File: src/rtl/div_pkg.sv
// Shared constants and FSM encoding for the sequential signed divider.
// The optional quotient overflow check is controlled by DIV_OVF_CHECK_EN (see div_sign_fix).
package div_pkg;

    localparam int DIV_N     = 6;
    localparam int DIV_ITER  = 2 * DIV_N;
    localparam int DIV_CNT_W = $clog2(DIV_ITER + 1);

    typedef enum logic [1:0] {
        ST_IDLE = 2'd0,
        ST_CALC = 2'd1,
        ST_FIX  = 2'd2
    } div_state_e;

endpackage

File: src/rtl/div_sign_fix.sv
// Turns the unsigned magnitude quotient/remainder into signed results.
// DIV_OVF_CHECK_EN defined: out-of-range quotients saturate and raise ovf; otherwise they wrap.
module div_sign_fix
    import div_pkg::*;
#(
    parameter int N = DIV_N
) (
    input  logic [2*N-1:0] q_mag_i,
    input  logic [N-1:0]   r_mag_i,
    input  logic           q_neg_i,
    input  logic           r_neg_i,
    input  logic           div_zero_i,
    output logic [N-1:0]   quot_o,
    output logic [N-1:0]   rem_o,
    output logic           ovf_o
);

    localparam logic [2*N-1:0] POS_LIM = {{(N+1){1'b0}}, {(N-1){1'b1}}};
    localparam logic [2*N-1:0] NEG_LIM = POS_LIM + 1'b1;

    logic [2*N-1:0] q_wide;
    logic [N-1:0]   rem_signed;
    logic           too_big;
    logic           unused_q_hi;

    assign q_wide      = q_neg_i ? (~q_mag_i + 1'b1) : q_mag_i;
    assign rem_signed  = r_neg_i ? (~r_mag_i + 1'b1) : r_mag_i;
    assign too_big     = q_neg_i ? (q_mag_i > NEG_LIM) : (q_mag_i > POS_LIM);
    assign unused_q_hi = ^q_wide[2*N-1:N];

    always_comb begin
        quot_o = q_wide[N-1:0];
        rem_o  = rem_signed;
        ovf_o  = 1'b0;
`ifdef DIV_OVF_CHECK_EN
        if (too_big) begin
            quot_o = q_neg_i ? {1'b1, {(N-1){1'b0}}} : {1'b0, {(N-1){1'b1}}};
            ovf_o  = 1'b1;
        end
`else
        ovf_o = too_big & 1'b0;
`endif
        // A zero divisor overrides everything, including the overflow flag.
        if (div_zero_i) begin
            quot_o = '0;
            rem_o  = '0;
            ovf_o  = 1'b0;
        end
    end

endmodule

File: src/rtl/nonrestoring_sdiv.sv
// Sequential signed divider: 2N-bit dividend / N-bit divisor, one quotient bit per clock.
// Overflow saturation is enabled by defining DIV_OVF_CHECK_EN.
module nonrestoring_sdiv
    import div_pkg::*;
#(
    parameter int N = DIV_N
) (
    input  logic           clk,
    input  logic           n_rst,
    input  logic           start,
    input  logic [2*N-1:0] dividend,
    input  logic [N-1:0]   divisor,
    output logic           busy,
    output logic           done,
    output logic [N-1:0]   quotient,
    output logic [N-1:0]   remainder,
    output logic           div_zero,
    output logic           ovf
);

    localparam int ITER  = 2 * N;
    localparam int CNT_W = $clog2(ITER + 1);

    div_state_e     state_q, state_d;
    logic [CNT_W-1:0] count_q, count_d;
    logic [N:0]     r_q, r_d;
    logic [2*N-1:0] dq_q, dq_d;
    logic [N-1:0]   dvs_q, dvs_d;
    logic           sign_dd_q, sign_dd_d;
    logic           sign_dv_q, sign_dv_d;
    logic           dz_q, dz_d;
    logic           busy_q, busy_d;
    logic           done_q, done_d;
    logic [N-1:0]   quot_q, quot_d;
    logic [N-1:0]   rem_q, rem_d;
    logic           dz_out_q, dz_out_d;
    logic           ovf_q, ovf_d;

    logic [N:0]     r_shift;
    logic           r_ge;
    logic [N-1:0]   fix_quot;
    logic [N-1:0]   fix_rem;
    logic           fix_ovf;
    logic           unused_r_msb;

    // The partial remainder stays below |divisor|, so its top bit only matters mid-shift.
    assign r_shift      = {r_q[N-1:0], dq_q[2*N-1]};
    assign r_ge         = (r_shift >= {1'b0, dvs_q});
    assign unused_r_msb = r_q[N];

    div_sign_fix #(.N(N)) u_sign_fix (
        .q_mag_i    (dq_q),
        .r_mag_i    (r_q[N-1:0]),
        .q_neg_i    (sign_dd_q ^ sign_dv_q),
        .r_neg_i    (sign_dd_q),
        .div_zero_i (dz_q),
        .quot_o     (fix_quot),
        .rem_o      (fix_rem),
        .ovf_o      (fix_ovf)
    );

    always_ff @(posedge clk or negedge n_rst) begin
        if (!n_rst) begin
            state_q   <= ST_IDLE;
            count_q   <= '0;
            r_q       <= '0;
            dq_q      <= '0;
            dvs_q     <= '0;
            sign_dd_q <= 1'b0;
            sign_dv_q <= 1'b0;
            dz_q      <= 1'b0;
            busy_q    <= 1'b0;
            done_q    <= 1'b0;
            quot_q    <= '0;
            rem_q     <= '0;
            dz_out_q  <= 1'b0;
            ovf_q     <= 1'b0;
        end else begin
            state_q   <= state_d;
            count_q   <= count_d;
            r_q       <= r_d;
            dq_q      <= dq_d;
            dvs_q     <= dvs_d;
            sign_dd_q <= sign_dd_d;
            sign_dv_q <= sign_dv_d;
            dz_q      <= dz_d;
            busy_q    <= busy_d;
            done_q    <= done_d;
            quot_q    <= quot_d;
            rem_q     <= rem_d;
            dz_out_q  <= dz_out_d;
            ovf_q     <= ovf_d;
        end
    end

    always_comb begin
        state_d   = state_q;
        count_d   = count_q;
        r_d       = r_q;
        dq_d      = dq_q;
        dvs_d     = dvs_q;
        sign_dd_d = sign_dd_q;
        sign_dv_d = sign_dv_q;
        dz_d      = dz_q;
        busy_d    = busy_q;
        done_d    = 1'b0;
        quot_d    = quot_q;
        rem_d     = rem_q;
        dz_out_d  = dz_out_q;
        ovf_d     = ovf_q;
        case (state_q)
            ST_IDLE: begin
                if (start) begin
                    state_d   = ST_CALC;
                    count_d   = CNT_W'(ITER);
                    r_d       = '0;
                    dq_d      = dividend[2*N-1] ? (~dividend + 1'b1) : dividend;
                    dvs_d     = divisor[N-1] ? (~divisor + 1'b1) : divisor;
                    sign_dd_d = dividend[2*N-1];
                    sign_dv_d = divisor[N-1];
                    dz_d      = (divisor == '0);
                    busy_d    = 1'b1;
                end
            end
            ST_CALC: begin
                r_d     = r_ge ? (r_shift - {1'b0, dvs_q}) : r_shift;
                dq_d    = {dq_q[2*N-2:0], r_ge};
                count_d = count_q - 1'b1;
                if (count_q == CNT_W'(1)) begin
                    state_d = ST_FIX;
                end
            end
            ST_FIX: begin
                state_d  = ST_IDLE;
                busy_d   = 1'b0;
                done_d   = 1'b1;
                quot_d   = fix_quot;
                rem_d    = fix_rem;
                dz_out_d = dz_q;
                ovf_d    = fix_ovf;
            end
            default: begin
                state_d = ST_IDLE;
            end
        endcase
    end

    assign busy      = busy_q;
    assign done      = done_q;
    assign quotient  = quot_q;
    assign remainder = rem_q;
    assign div_zero  = dz_out_q;
    assign ovf       = ovf_q;

endmodule

File: config.mk
export PLATFORM = sky130hd
export DESIGN_NAME = nonrestoring_sdiv
export DESIGN_NICKNAME = d
export VERILOG_FILES = /design/src/rtl/div_pkg.sv /design/src/rtl/div_sign_fix.sv /design/src/rtl/nonrestoring_sdiv.sv
export SDC_FILE = /design/constraint.sdc
export NUM_CORES = 1
export LEC_CHECK = 0
export CAP_MARGIN = 10
export CELL_PAD_IN_SITES_DETAIL_PLACEMENT = 0
export CELL_PAD_IN_SITES_GLOBAL_PLACEMENT = 2
export CORE_ASPECT_RATIO = 1.1
export CORE_MARGIN = 2
export CORE_UTILIZATION = 30
export DETAILED_ROUTE_END_ITERATION = 12
export PLACE_DENSITY_LB_ADDON = 0.1
export SETUP_SLACK_MARGIN = 0.5
export SKIP_CTS_REPAIR_TIMING = 1
export SYNTH_ARGS = -nofsm -noshare
export SYNTH_HDL_FRONTEND = slang
export SYNTH_SLANG_ARGS = --single-unit
File: constraint.sdc
create_clock -name clk -period 3.2 [get_ports clk]
set_input_delay 0.48 -clock clk [delete_from_list [all_inputs] [get_ports clk]]
set_output_delay 0.48 -clock clk [all_outputs]
set_load 0.01 [all_outputs]
; After elaboration in Yosys (flattened, before gate mapping)
; Cells that the tools add are included.
[classes]
add_sub_neg = 6
order_cmp = 1
n_eq_ne = 5
n_mux = 19
bitwise = 5
n_reduce_logical = 8
[op_table]
columns = cell, count
row1 = $mux W6, 7
row2 = $mux W12, 2
row3 = $pmux W12 S2, 1
row4 = $add A6 B1 Y6 const B, 3
row5 = $not A6 Y6, 3
row6 = $add A12 B1 Y12 const B, 1
row7 = $not A12 Y12, 1
row8 = $pmux W6 S2, 1
row9 = $pmux W4 S2, 1
row10 = $reduce_and A2 Y1, 4
row11 = $ge A7 B6 Y1, 1
row12 = $logic_not A6 Y1, 1
row13 = $sub A6 B6 Y6, 1
row14 = $eq A4 B1 Y1 const B, 1
row15 = $mux W2, 2
row16 = $mux W4, 1
row17 = $ne A2 B2 Y1 const B, 2
row18 = $pmux W2 S2, 1
row19 = $reduce_bool A2 Y1, 2
row20 = $sub A4 B1 Y4 const B, 1
row21 = $eq A2 B1 Y1 const B, 1
row22 = $eq A2 B2 Y1 const B, 1
row23 = $logic_not A2 Y1, 1
row24 = $mux W1, 2
row25 = 2 further kinds, 2
[totals]
regBits = 48
elab_cells = 57

; Logic depth before layout (Yosys ltp)
[logic_depth]
ltp_word = 5
ltp_mapped = 9
depth_no_buf = 9

; By module
; Synthesis repeated with hierarchy kept, for this count alone.
[hier_totals]
hier_cells = 313
area_unflattened_um2 = 2970.3
[modules_own_cells]
columns = mod, n_inst, cells_each, area_each_um2
row1 = nonrestoring_sdiv, 1, 260, 2625.0
row2 = div_sign_fix, 1, 53, 345.3

; Worst setup path before layout
; No wires, ideal clock.
[synth_path]
path_type = register to register
start = reg r_q[1]
end = reg dq_q[0]
setup_time_ns = 0.127
t_arrival_ns = 1.706
required_ns = 3.073
slack_ns = 1.367
stages_incl_launch_ff = 8
n_path_buf = 1
synth_period_minus_slack_ns = 1.833
cell_sequence = dfrtp_1 -> ha_1 -> a21oi_1 -> o21ai_0 -> a41o_1 -> buf_2 -> a222oi_1 -> inv_1
[synth_via]
elab_chain_cells = 2
[synth_lines]
columns = item, line
row1 = start: declaration, nonrestoring_sdiv.sv:26  ; logic [N:0] r_q, r_d;
row2 = start signal: assignment, nonrestoring_sdiv.sv:81  ; r_q <= r_d;
row3 = $ge A7 B6 Y1, nonrestoring_sdiv.sv:48  ; assign r_ge = (r_shift >= {1'b0, dvs_q});
row4 = $pmux W12 S2, nonrestoring_sdiv.sv:111  ; case (state_q)
row5 = end signal: assignment, nonrestoring_sdiv.sv:82  ; dq_q <= dq_d;
row6 = end: declaration, nonrestoring_sdiv.sv:27  ; logic [2*N-1:0] dq_q, dq_d;
; No other way between the ends.
; A chain may end at the register's enable or synchronous reset.

; Final worst setup path
[layout_path]
start = reg r_q[1]
end = reg r_q[3]
[layout_via]
elab_chain_cells = 3
word_cells_on_any_way = 4
[layout_lines]
columns = item, line
row1 = $sub A6 B6 Y6 / $ge A7 B6 Y1 (equally long branches), "nonrestoring_sdiv.sv:126, nonrestoring_sdiv.sv:48"
row2 = $mux W6 (*), nonrestoring_sdiv.sv:126  ; r_d = r_ge ? (r_shift - {1'b0, dvs_q}) : r_shift;
row3 = $pmux W6 S2 (*), nonrestoring_sdiv.sv:111
; Mark *: on every way between the ends. The rest lies on a longest branch, timed or not.

==> results.yml <==
status:
  status: "complete, no violations"
yosys:
  synth_area_leaders: "dfrtp_1 44%, ha_1 5.9%, nand2_1 5.9%"
  synth_top_area_frac: 0.4370
  synth_seq_area_share: 0.4370
  yosysWarnings: 0
  yosys_most_used_dff: "dfrtp_1"
  netlist_instances: 300
  ys_ff_latch: 48
  synthArstFlopShare: 1.000
  ys_types: 43
  yosysTopAreaCell: "dfrtp_1"
  mappedNetlistArea_um2: 2749
  synth_edf_count: 0
  syn_area_per_cell_um2: 9.163
  synth_fp_nets: 335
routing:
  dr_total_vias: 2139
  drtIter0Drc: 54
  antenna_left: 0
  route.detailed.drc: 0
  vias_per_cell: 4.775
  routedWlPerCell_um: 14.41
  firstDrtPassIters: 4
  finalWirelength_um: 6454
sta:
  setup_viol: 0
  finalCritPeriodShare: 0.6550
  tightest_slew_ns: 0.7602
  slew_violations: 0
  fin_skew_ns: 0.009354
  slew-limit-headroom: 0.4932
  fmax_mhz: 477.1
  fin_tns_setup_ns: 0
  period_needed_ns: 2.096
  final-hold-violation-count: 0
  rsz0062_at_grt: "no"
clocking:
  cts_buffers: 5
  cts_tree: "built"
  clock_path_buffers: 2
  htree_levels: 2
  clk_latency_ns: 0.31
  clock-sinks: 48
  clk_pin_slew_ns: 0.10
  clock-root-buffer: "clkbuf_8"
layout:
  multiInputGateArea_um2: 1408
  antenna_cells: 0
  syn2layout_area_growth_pct: 21.35
  finish.utilization: 0.3759
  layout_commonest_cell: "dfrtp_1"
  layout.cells.non_filler: 448
  regArea_um2: 1201
  final_cell_mix: "48 x dfrtp_1, 43 x nand2_1, 34 x clkdlybuf4s50_1, 29 x o21ai_0, 21 x inv_1"
  fill_cells: 922
  drive_above_1_share: 0.05988
  nets: 368
critical_path:
  slowest_stage: "a41o_1"
  path_buf_inv: 0
  crit_top_cell: "o21ai_0"
  cp_top_family: "compound AO/OA/AOI/OAI gates"
  crit_path_end_kind: "flop"
  cp_cell_sequence: "ha_1 > nand2_1 > o21ai_0 > a41o_1 > mux2i_1 > o21ai_0"
  max_stage_delay_ns: 0.48
  critical_path_required_ns: 3.37
  cp_max_fo: 9
  worstSetupPathType: "flop to flop"
  cp-start-kind: "flop"
  arrival_ns: 2.27
floorplan:
  die-height_um: 104.4
  design.core.area_um2: 8874
  row_count: 36
  fp.dieArea_um2: 9946
  die_w_um: 95.27
  start_util: 0.3098
  io_pins: 37
job:
  max_cap_violations: 0
pwr:
  p_leak_nw: 1.468
  max-vdd-ir-drop_mv: 0.2914
  cellPowerDensity_nw_per_um2: 947.4
global_routing:
  grt_pass1_wl_um: 11070
  grt_max_degree: 29
  grt_pass1_vias: 2181
  antenna_found_initial: 0
  track_usage: 0.1423
  overflow: 0
place:
  place_inst: 440
  place_hpwl_um: 4930
  io_buffers: 35
  gp_congestion: 0.7141
worst_hold_path:
  min_path_type: "primary input to asynchronous set/reset pin"
[state kept, by name (all words and copies together) (netlist names)]
signal / cells
div_zero: 1
sign_dv_q: 1
remainder: 6
state_q: 2
r_q: 6
done: 1
count_q: 4
dq_q: 12
sign_dd_q: 1
busy: 1
dvs_q: 6
quotient: 6
dz_q: 1
[report_power, final]
group	switching, W	total [W]	internal, W
Combinational	0.000818	0.00158	0.000758
Sequential	0.000252	0.00112	0.000867
Clock	0.000230	0.000466	0.000236
[cells by family (layout without fill, tap and decap cells)]
group	Yosys count	count (layout)	synth area share
multiplexers	10	10	0.03687
XOR/XNOR	24	24	0.07647
adder cells (fa/ha/maj)	14	14	0.06646
other	1	1	0.001364
buffers and inverters	36	70	0.05098
AO/OA/AOI/OAI	76	76	0.1752
flip-flops	48	48	0.4370
AND/OR/NAND/NOR	91	91	0.1557
[layer usage]
| metal | share of wire | up-vias | wire (µm) | GRT usage |
|---|---|---|---|---|
| li1 | - | 1110 | - | - |
| met1 | 0.50 | 994 | 3223 | 0.1969 |
| met2 | 0.47 | 33 | 3020 | 0.2279 |
| met3 | 0.026 | 2 | 171 | 0.02826 |
| met4 | 0.0059 | 0 | 38 | 0.03106 |
| met5 | 0 | - | 0 | 0 |
[worst paths after layout]
check,slack (ns),startpoint,depth (start not counted),end
max,1.10,r_q[1],6,r_q[3]
min,0.18,n_rst,1,quotient[2]
max reg2reg,1.10,r_q[1],6,r_q[3]
min reg2reg,0.48,remainder[5],2,remainder[5]
max in group asynchronous,2.26,n_rst,2,r_q[3]
min in group clk,0.48,remainder[5],2,remainder[5]
[worst reg2reg max path, stage by stage, from the launching register on]
cell	delay (ns)
dfrtp_1	0.44
ha_1	0.42
nand2_1	0.07
o21ai_0	0.24
a41o_1	0.48
mux2i_1	0.23
o21ai_0	0.09
[final cells by class]
type	instances	share of cell area
Clock buffer	5	0.02063
Clock inverter	3	0.01388
Inverter	21	0.02363
Multi-Input combinational cell	216	0.4220
Sequential cell	48	0.3601
Tap cell	114	0.04276
Timing Repair Buffer	41	0.1170
[synth_stat cells (2+ instances only)]
| library cell | instances |
|---|---|
| a21o_1 | 2 |
| o31ai_1 | 10 |
| xor2_1 | 14 |
| nor3_1 | 7 |
| nand2_1 | 43 |
| or3_1 | 2 |
| nor2b_1 | 6 |
| ha_1 | 13 |
| o21ai_1 | 3 |
| o21ai_0 | 29 |
| nand3_1 | 5 |
| a31oi_1 | 3 |
| inv_1 | 21 |
| a21oi_1 | 12 |
| xnor2_1 | 10 |
| clkbuf_1 | 11 |
| buf_1 | 2 |
| dfrtp_1 | 48 |
| mux2i_1 | 9 |
| a22oi_1 | 5 |
| nor3b_1 | 3 |
| nand2b_1 | 2 |
| or3_4 | 2 |
| and3_1 | 3 |
| nor2_1 | 15 |
| a211oi_1 | 3 |
[per-stage QoR]
stage / cell area [µm²] / worst slack (ns) / hold slack (ns) / total power, W
after floorplan: 2749 / 1.367 / 0.1844 / 0.002248
after CTS: 3336 / 1.112 / 0.2073 / 0.003211
after global routing: 3336 / 0.9926 / 0.2371 / 0.003484
after detailed placement: 3221 / 0.8917 / 0.4649 / 0.002737
after global placement: 3221 / 0.8942 / 0.4629 / 0.002719
final: 3336 / 1.104 / 0.1824 / 0.003160
Note: power is estimated with default switching activity, not from simulation.
